<file path="src/rtl/accum_ctrl_pkg.sv">
// Shared types and defaults for the accum lane sequencer.
package accum_ctrl_pkg;

    localparam int CWIDTH_DEF = 8;
    localparam int PWIDTH_DEF = 12;

    typedef enum logic [2:0] {
        IDLE  = 3'd0,
        LOAD  = 3'd1,
        CLEAR = 3'd2,
        ACCUM = 3'd3,
        EMIT  = 3'd4,
        DONE  = 3'd5
    } accum_ctrl_state_t;

endpackage

</file>
<file path="src/rtl/accum_ctrl_counter.sv">
// Up-counter with sync clear/enable and a "last before limit" flag.
module ctrl_counter #(
    parameter int WIDTH = 8
) (
    input  logic             clk,
    input  logic             reset,
    input  logic             clr,
    input  logic             en,
    input  logic [WIDTH-1:0] limit,
    output logic [WIDTH-1:0] cnt,
    output logic             last
);

    always_ff @(posedge clk) begin
        if (reset || clr)
            cnt <= '0;
        else if (en)
            cnt <= cnt + 1'b1;
    end

    // Extra bit keeps cnt+1 from wrapping onto a limit of 0.
    assign last = (({1'b0, cnt} + {{WIDTH{1'b0}}, 1'b1}) == {1'b0, limit});

endmodule

</file>
<file path="src/rtl/accum_ctrl.sv">
// Per-pixel clear / gate-terms / emit sequencer for one accum lane.
module accum_ctrl
    import accum_ctrl_pkg::*;
#(
    parameter int CWIDTH = CWIDTH_DEF,
    parameter int PWIDTH = PWIDTH_DEF
) (
    input  logic              clk,
    input  logic              reset,
    input  logic              start,
    input  logic [CWIDTH-1:0] n_in,
    input  logic [PWIDTH-1:0] n_pix,
    input  logic              term_valid,
    output logic              term_ready,
    output logic              acc_reset,
    output logic              acc_en,
    output logic              acc_out_en,
    output logic              out_valid,
    output logic [PWIDTH-1:0] pix_idx,
    output logic              busy,
    output logic              done
);

    accum_ctrl_state_t state, next_state;
    logic [CWIDTH-1:0] n_in_q;
    logic [PWIDTH-1:0] n_pix_q;
    logic [CWIDTH-1:0] chan_cnt;
    logic [PWIDTH-1:0] pix_cnt;
    logic              chan_last, pix_last, accept;
    logic              unused_chan;

    assign accept      = term_valid && term_ready;
    assign acc_en      = accept;
    assign pix_idx     = pix_cnt;
    assign unused_chan = ^chan_cnt;

    always_ff @(posedge clk) begin
        if (reset) begin
            state     <= IDLE;
            n_in_q    <= '0;
            n_pix_q   <= '0;
            out_valid <= 1'b0;
        end else begin
            state     <= next_state;
            out_valid <= (state == EMIT);
            // Counts are captured on the start cycle so later port changes cannot leak in.
            if (state == IDLE && start) begin
                n_in_q  <= n_in;
                n_pix_q <= n_pix;
            end
        end
    end

    always_comb begin
        next_state = state;
        case (state)
            IDLE:    if (start) next_state = LOAD;
            LOAD:    next_state = (n_in_q == '0 || n_pix_q == '0) ? DONE : CLEAR;
            CLEAR:   next_state = ACCUM;
            ACCUM:   if (accept && chan_last) next_state = EMIT;
            EMIT:    next_state = pix_last ? DONE : CLEAR;
            DONE:    next_state = IDLE;
            default: next_state = IDLE;
        endcase
    end

    always_comb begin
        term_ready = (state == ACCUM);
        acc_reset  = (state == CLEAR);
        acc_out_en = (state == EMIT);
        busy       = (state != IDLE);
        done       = (state == DONE);
    end

    ctrl_counter #(.WIDTH(CWIDTH)) u_chan_cnt (
        .clk   (clk),
        .reset (reset),
        .clr   (state == CLEAR),
        .en    (accept),
        .limit (n_in_q),
        .cnt   (chan_cnt),
        .last  (chan_last)
    );

    ctrl_counter #(.WIDTH(PWIDTH)) u_pix_cnt (
        .clk   (clk),
        .reset (reset),
        .clr   (state == LOAD),
        .en    (state == EMIT),
        .limit (n_pix_q),
        .cnt   (pix_cnt),
        .last  (pix_last)
    );

endmodule
</file>
<file path="config.mk">
export PLATFORM = sky130hd
export DESIGN_NAME = accum_ctrl
export DESIGN_NICKNAME = d
export VERILOG_FILES = /design/src/rtl/accum_ctrl_pkg.sv /design/src/rtl/accum_ctrl_counter.sv /design/src/rtl/accum_ctrl.sv
export SDC_FILE = /design/constraint.sdc
export NUM_CORES = 1
export LEC_CHECK = 0
export CORE_UTILIZATION = 35
export DETAILED_ROUTE_END_ITERATION = 8
export HOLD_SLACK_MARGIN = 0.02
export RECOVER_POWER = 50
export SYNTH_ARGS = -nofsm -noshare
export SYNTH_HDL_FRONTEND = slang
export SYNTH_SLANG_ARGS = --single-unit
export TNS_END_PERCENT = 100
</file>
<file path="constraint.sdc">
create_clock -name clk -period 3.8 [get_ports clk]
set_input_delay 0.76 -clock clk [delete_from_list [all_inputs] [get_ports clk]]
set_output_delay 0.76 -clock clk [all_outputs]
set_load 0.05 [all_outputs]
</file>
==> out/results.tsv, run 1 <==
stage	metric	value	unit
clock_network	cts_max_level	2	
clock_network	clk_latency	300	ps
timing	max_slew_margin	25.9	%
synthesis	synth_warnings	0	
die	row_count	30	
synthesis	synth_cells	312	
timing	fmax	334	MHz
critical_path	rrSetupSlack	1530	ps
timing	worst_pin_slew	1110	ps
cells_and_area	fill_cells	675	
global_routing	grt_antenna_before_repair	0	
global_routing	grtUsageTotal	16.3	%
critical_path	timing.rr.end	state[2]	
cells_and_area	fin_cells	424	
detailed_routing	drc	0	
clock_network	cts_tree	yes	
critical_path	cp-startpoint	term_valid	
synthesis	syn_nets	338	
detailed_routing	detail_route.iter0.violations	118	
synthesis	syn_area	2430	sq um
detailed_routing	vias_per_cell	5.20	
power_and_ir_drop	p_leak	1.00	nW
cells_and_area	final_common_cell	nand2_1	
synthesis	yosysUniqueCellTypes	49	
run	drv_cap	0	
clock_network	clock-root-buffer	clkbuf_8	
die	dieArea	7280	sq um
run_status	outcome	complete, no violations	
detailed_routing	drt_pass1_iterations	4	
die	die_h	85.3	um
critical_path	crit_type	input port to output port	
synthesis	synthArstFlopShare	0	%
synthesis	synth_edf_count	0	
placement	dp.cells	417	
timing	setup_viol	0	
clock_network	clk_pin_slew_worst_paths	80	ps
cells_and_area	seq_area	881	sq um
cells_and_area	n_antenna_cell	0	
critical_path	rr_worst_depth	7	
critical_path	r2r_start	u_pix_cnt.cnt[0]	
clock_network	cts_sinks	44	
cells_and_area	nets	370	
placement	numPortBuffers	42	
critical_path	path_buf_inv	3	
global_routing	grt_pass1_vias	2029	
critical_path	endpoint_kind	output port	
critical_path	required	3040	ps
global_routing	grt_pass1_wl	9430	um
worst_hold_path	hp-class	flop to flop	
timing	fin_ws	803	ps
synthesis	synth-seq-cells	44	
timing	rsz0062_at_grt	no	
detailed_routing	wl_per_cell	13.1	um
cells_and_area	multi_input_area	1450	sq um
detailed_routing	drt_wl_total	5560	um
timing	slew_viol_final	0	
clock_network	cts_resized	0	
synthesis	yosysSeqAreaShare	36.3	%
critical_path	setup.worst_path.end	acc_en	
die	core_area	6760	sq um
die	ios	43	
clock_network	post_cts_buffers	0	
placement	place.gp.congestion	0.841	
critical_path	crit_cells	4	
synthesis	syn_avg_cell_area	7.79	sq um
clock_network	max-clock-path-buffers	2	
critical_path	path_common_cell	clkdlybuf4s50_1	
detailed_routing	vias	2206	
die	die_x	85.3	um
power_and_ir_drop	max-vdd-ir-drop	235	uV
clock_network	cts_made_buffers	5	
detailed_routing	ant_nets	0	
critical_path	path_max_fanout	6	
die	start_util	36.0	%
critical_path	cp_slowest_cell	clkdlybuf4s50_1	
critical_path	start_kind	input port	
cells_and_area	layout_common_cells	54 x nand2_1, 44 x dfxtp_1, 41 x clkdlybuf4s50_1	
placement	pre_cts_ws	804	ps
cells_and_area	area.growth.synth_to_final	21.7	%
critical_path	crit_path_max_incr_delay	800	ps
critical_path	path_cells	clkdlybuf4s50_1 -> nand2_4 -> inv_6 -> clkdlybuf4s50_1	
power_and_ir_drop	power_density	472	nW/um^2
global_routing	grt_max_degree	28	
placement	place_hpwl	4150	um
worst_hold_path	hp-start	n_pix_q[6]	
global_routing	overflow	0	
timing	finClkSkew	5.85	ps
cells_and_area	drive_gt1_share	5.23	%
synthesis	synth-main-ff-cell	dfxtp_1	
timing	tns	0	ps
timing	period_minus_slack	3000	ps
clock_network	hold_buffers	0	
critical_path	arrival	2240	ps
timing	hold_viol_final	0	
timing	finalCritPeriodShare	78.9	%
critical_path	path_delay_family	buffers and inverters	
synth_stat cells, types with 2 or more instances:
cell / number / share of area (%)
a211oi_1: 2 / 0.62
a21oi_1: 32 / 6.6
a31oi_1: 2 / 0.51
and2_1: 2 / 0.51
and3_1: 4 / 1.0
and3b_1: 2 / 0.72
and4_1: 2 / 0.72
buf_2: 2 / 0.41
clkbuf_1: 15 / 2.3
dfxtp_1: 44 / 36
ha_1: 2 / 1.0
inv_1: 3 / 0.46
nand2_1: 54 / 8.3
nand3_1: 15 / 3.1
nand4_1: 9 / 2.3
nor2_1: 26 / 4.0
nor2b_1: 4 / 1.0
nor3_1: 4 / 0.82
nor4_1: 6 / 1.5
o211ai_1: 2 / 0.62
o21ai_0: 11 / 2.3
or2_2: 3 / 0.77
or3_1: 6 / 1.5
xnor2_1: 25 / 9.0
xor2_1: 11 / 4.0
state kept, by name, summed over array words and instances (netlist names):
signal,cells
n_in_q,8
u_pix_cnt.cnt,12
n_pix_q,12
u_chan_cnt.cnt,8
state,3
out_valid,1
tightest hold or removal path, delay by kind of cell (launching register included):
kind,cells,cell delay (ps)
AO/OA/AOI/OAI,1,50
flip-flops,1,340
AND/OR/NAND/NOR,1,60
per-layer routing:
metal | vias up | GRT usage [%] | wire (um)
met5 | - | 0 | 0
met4 | 0 | 3.64 | 47
met3 | 4 | 4.09 | 187
met2 | 49 | 26.2 | 2580
met1 | 1019 | 22.0 | 2750
li1 | 1134 | - | -
power by group:
group / leakage, nW / internal [W] / total (W) / switching (W)
logic: 0.605 / 0.000215 / 0.000523 / 0.000308
registers: 0.358 / 0.000515 / 0.000593 / 0.0000777
clock network: 0.0400 / 0.000125 / 0.000280 / 0.000156
how the worst min path moves through the flow:
stage / to / slack [ps] / cells after the start
final: n_pix_q[6] / 490 / 2
after global routing: n_pix_q[6] / 520 / 2
after CTS: n_pix_q[6] / 500 / 2
after detailed placement: n_pix_q[6] / 480 / 2
after global placement: n_pix_q[4] / 470 / 2
after floorplan: n_in_q[7] / 460 / 2
logic make-up (layout without fill, tap and decap cells):
kind of cell             Yosys count  in the layout  synth area share (%)
buffers and inverters             23             55                  4.17
AND/OR/NAND/NOR                  147            147                  30.3
AO/OA/AOI/OAI                     59             59                  14.6
adder cells (fa/ha/maj)            2              2                  1.03
flip-flops                        44             44                  36.3
XOR/XNOR                          37             37                  13.6
area by class of cell:
type / instances / area share, %
Clock buffer: 5 / 2.33
Clock inverter: 2 / 0.423
Inverter: 5 / 0.804
Multi-Input combinational cell: 245 / 48.9
Sequential cell: 44 / 29.8
Tap cell: 80 / 3.38
Timing Repair Buffer: 43 / 14.3
stage by stage:
| step | util (%) | power [W] | cell area [sq um] | hold WS, ps |
|---|---|---|---|---|
| 3_3_place_gp | 42.6 | 0.00113 | 2880 | 474 |
| 6_report | 43.8 | 0.00140 | 2960 | 491 |
| 3_5_place_dp | 42.6 | 0.00113 | 2880 | 485 |
| 2_1_floorplan | - | 0.00100 | 2430 | 460 |
| 4_1_cts | 43.8 | 0.00141 | 2960 | 496 |
| 5_1_grt | 43.8 | 0.00150 | 2960 | 520 |
Note: power is estimated with default switching activity, not from simulation.
==> run 2: changes to the inputs <==
==> constraint.sdc (replaced) <==
create_clock -name clk -period 3.1 [get_ports clk]
set_input_delay 0.62 -clock clk [delete_from_list [all_inputs] [get_ports clk]]
set_output_delay 0.62 -clock clk [all_outputs]
set_load 0.05 [all_outputs]
==> run 2 against run 1 <==
Compared with the run above: via count shrank 0.27%; wire length up 4.1%; global-route usage increased by 0.35 points; utilization grew 0.61 points; critical path type is now flop to output port; largest cell class unchanged; largest power group unchanged.
==> out/results.tsv, run 2 (synthesis gave the netlist of run 1 again) <==
stage	metric	value	unit	change
worst_hold_path	hold_path_depth	2		unchanged
global_routing	overflow	0		unchanged
clock_network	clk_latency	300	ps	about the same
critical_path	start_kind	flop		was input port
critical_path	rr_worst_depth	7		unchanged
power_and_ir_drop	power_density	616	nW/um^2	was 472 nW/um^2
die	die_x	85.3	um	unchanged
critical_path	path_max_fanout	10		was 6
placement	place.gp.congestion	0.861		was 0.841
detailed_routing	wl_per_cell	13.6	um	was 13.1 um
placement	pre_cts_ws	673	ps	was 804 ps
die	row_count	30		unchanged
clock_network	clk_pin_slew_worst_paths	90	ps	was 80 ps
clock_network	hold_buffers	0		unchanged
clock_network	cts_sinks	44		unchanged
power_and_ir_drop	swShare	37.2	%	was 38.8%
timing	fmax	361	MHz	
power_and_ir_drop	max-vdd-ir-drop	228	uV	was 235 uV
critical_path	crit_type	flop to output port		was input port to output port
die	ios	43		unchanged
timing	slew_viol_final	0		unchanged
cells_and_area	final_common_cell	nand2_1		unchanged
clock_network	max-clock-path-buffers	2		unchanged
critical_path	rrSetupSlack	800	ps	was 1530 ps
critical_path	arrival	2150	ps	was 2240 ps
cells_and_area	area.growth.synth_to_final	23.4	%	was 21.7%
global_routing	grt_pass1_vias	2059		was 2029
cells_and_area	n_antenna_cell	0		unchanged
detailed_routing	drt_pass1_iterations	4		unchanged
critical_path	path_buf_inv	2		was 3
timing	hold_viol_final	0		unchanged
clock_network	post_cts_buffers	0		unchanged
power_and_ir_drop	p_leak	1.03	nW	was 1.00 nW
die	dieArea	7280	sq um	unchanged
power_and_ir_drop	switchingPower	0.000687	W	was 0.000542 W
critical_path	required	2480	ps	was 3040 ps
timing	worst_pin_slew	963	ps	was 1110 ps
timing	period_minus_slack	2770	ps	
critical_path	crit_path_max_incr_delay	830	ps	was 800 ps
cells_and_area	nets	370		unchanged
worst_hold_path	hp-class	flop to flop		unchanged
timing	setup_viol	0		unchanged
detailed_routing	detail_route.iter0.violations	84		was 118
die	die_h	85.3	um	unchanged
clock_network	clock-root-buffer	clkbuf_8		unchanged
placement	place_hpwl	4300	um	was 4150 um
critical_path	cp_slowest_cell	clkdlybuf4s50_1		unchanged
critical_path	endpoint_kind	output port		unchanged
detailed_routing	ant_nets	0		unchanged
clock_network	cts_max_level	2		unchanged
global_routing	grt_antenna_before_repair	0		unchanged
cells_and_area	reg_top3	n_pix_q (12), u_pix_cnt.cnt (12)		unchanged
cells_and_area	fin_util	44.4	%	was 43.8%
clock_network	cts_made_buffers	5		unchanged
global_routing	grt_pass1_wl	9600	um	was 9430 um
run_status	outcome	complete, no violations		unchanged
placement	dp.cells	417		unchanged
detailed_routing	drc	0		unchanged
critical_path	crit_cells	3		was 4
global_routing	grt_max_degree	22		was 28
clock_network	cts_tree	yes		unchanged
power_and_ir_drop	internal_power	0.00116	W	was 0.000855 W
critical_path	path_delay_family	buffers and inverters		unchanged
detailed_routing	vias_per_cell	5.18		was 5.20
cells_and_area	drive_gt1_share	6.09	%	was 5.23%
die	core_area	6760	sq um	unchanged
die	start_util	36.0	%	unchanged
clock_network	cts_resized	0		unchanged
timing	rsz0062_at_grt	no		unchanged
cells_and_area	fin_cells	425		was 424
detailed_routing	vias	2200		was 2206
placement	numPortBuffers	42		unchanged
timing	finalCritPeriodShare	89.3	%	
timing	tns	0	ps	unchanged
timing	fin_ws	331	ps	was 803 ps
timing	max_slew_margin	35.7	%	was 25.9%
power_and_ir_drop	power_frac_comb	35.1	%	was 37.5%
timing	finClkSkew	7.17	ps	was 5.85 ps
power_and_ir_drop	seqPwrFrac	39.5	%	was 42.5%
critical_path	path_cells	nand2_1 -> clkinv_1 -> clkdlybuf4s50_1		was clkdlybuf4s50_1 -> nand2_4 -> inv_6 -> clkdlybuf4s50_1
global_routing	grtUsageTotal	16.6	%	was 16.3%
detailed_routing	drt_wl_total	5790	um	was 5560 um
power_and_ir_drop	p_clk_share	25.3	%	was 20.1%
run	drv_cap	0		unchanged
cells_and_area	layout_common_cells	54 x nand2_1, 44 x dfxtp_1, 40 x clkdlybuf4s50_1		was 54 x nand2_1, 44 x dfxtp_1, 41 x clkdlybuf4s50_1
[run 2: path summary, 6_finish.rpt]
| check | from | end |
|---|---|---|
| setup / recovery | state[2] | acc_out_en |
| setup reg to reg | u_pix_cnt.cnt[0] | state[2] |
| hold reg to reg | n_in_q[6] | n_in_q[6] |
| hold / removal | n_in_q[6] | n_in_q[6] |
[run 2: per-stage QoR]
stage               instance area (sq um)  hold WS (ps)  power (W)
global placement                     2880           477    0.00138
floorplan                            2430           460    0.00123
finish                               3000           492    0.00185
global route                         3000           513    0.00196
detailed placement                   2880           482    0.00139
CTS                                  3000           494    0.00186
[run 2: power by group through the flow]
stage,logic [W],registers [W],clock network (W)
floorplan,0.000528,0.000700,0
global placement,0.000649,0.000736,0
detailed placement,0.000649,0.000742,0
CTS,0.000653,0.000728,0.000482
global route,0.000714,0.000742,0.000507
finish,0.000649,0.000730,0.000468
[run 2: layout make-up]
type / count / area [sq um]
fillers: 681 / 3760
multi-input cells: 245 / 1450
flip-flops and latches: 44 / 881
repair buffers: 43 / 425
well taps: 80 / 100
clock buffers: 6 / 82.6
clock inverters: 2 / 38.8
inverters: 5 / 23.8
[run 2: tightest hold or removal path, stage by stage (launching register included)]
cell,delay [ps]
dfxtp_1,340
nand2_1,60
a21oi_1,50
[run 2: metal layers]
layer	vias to the layer above	routed length, um	track usage [%]
met4	0	59	5.76
li1	1139	-	-
met3	6	254	3.31
met1	1001	2740	21.0
met2	54	2740	28.4
met5	-	0	0
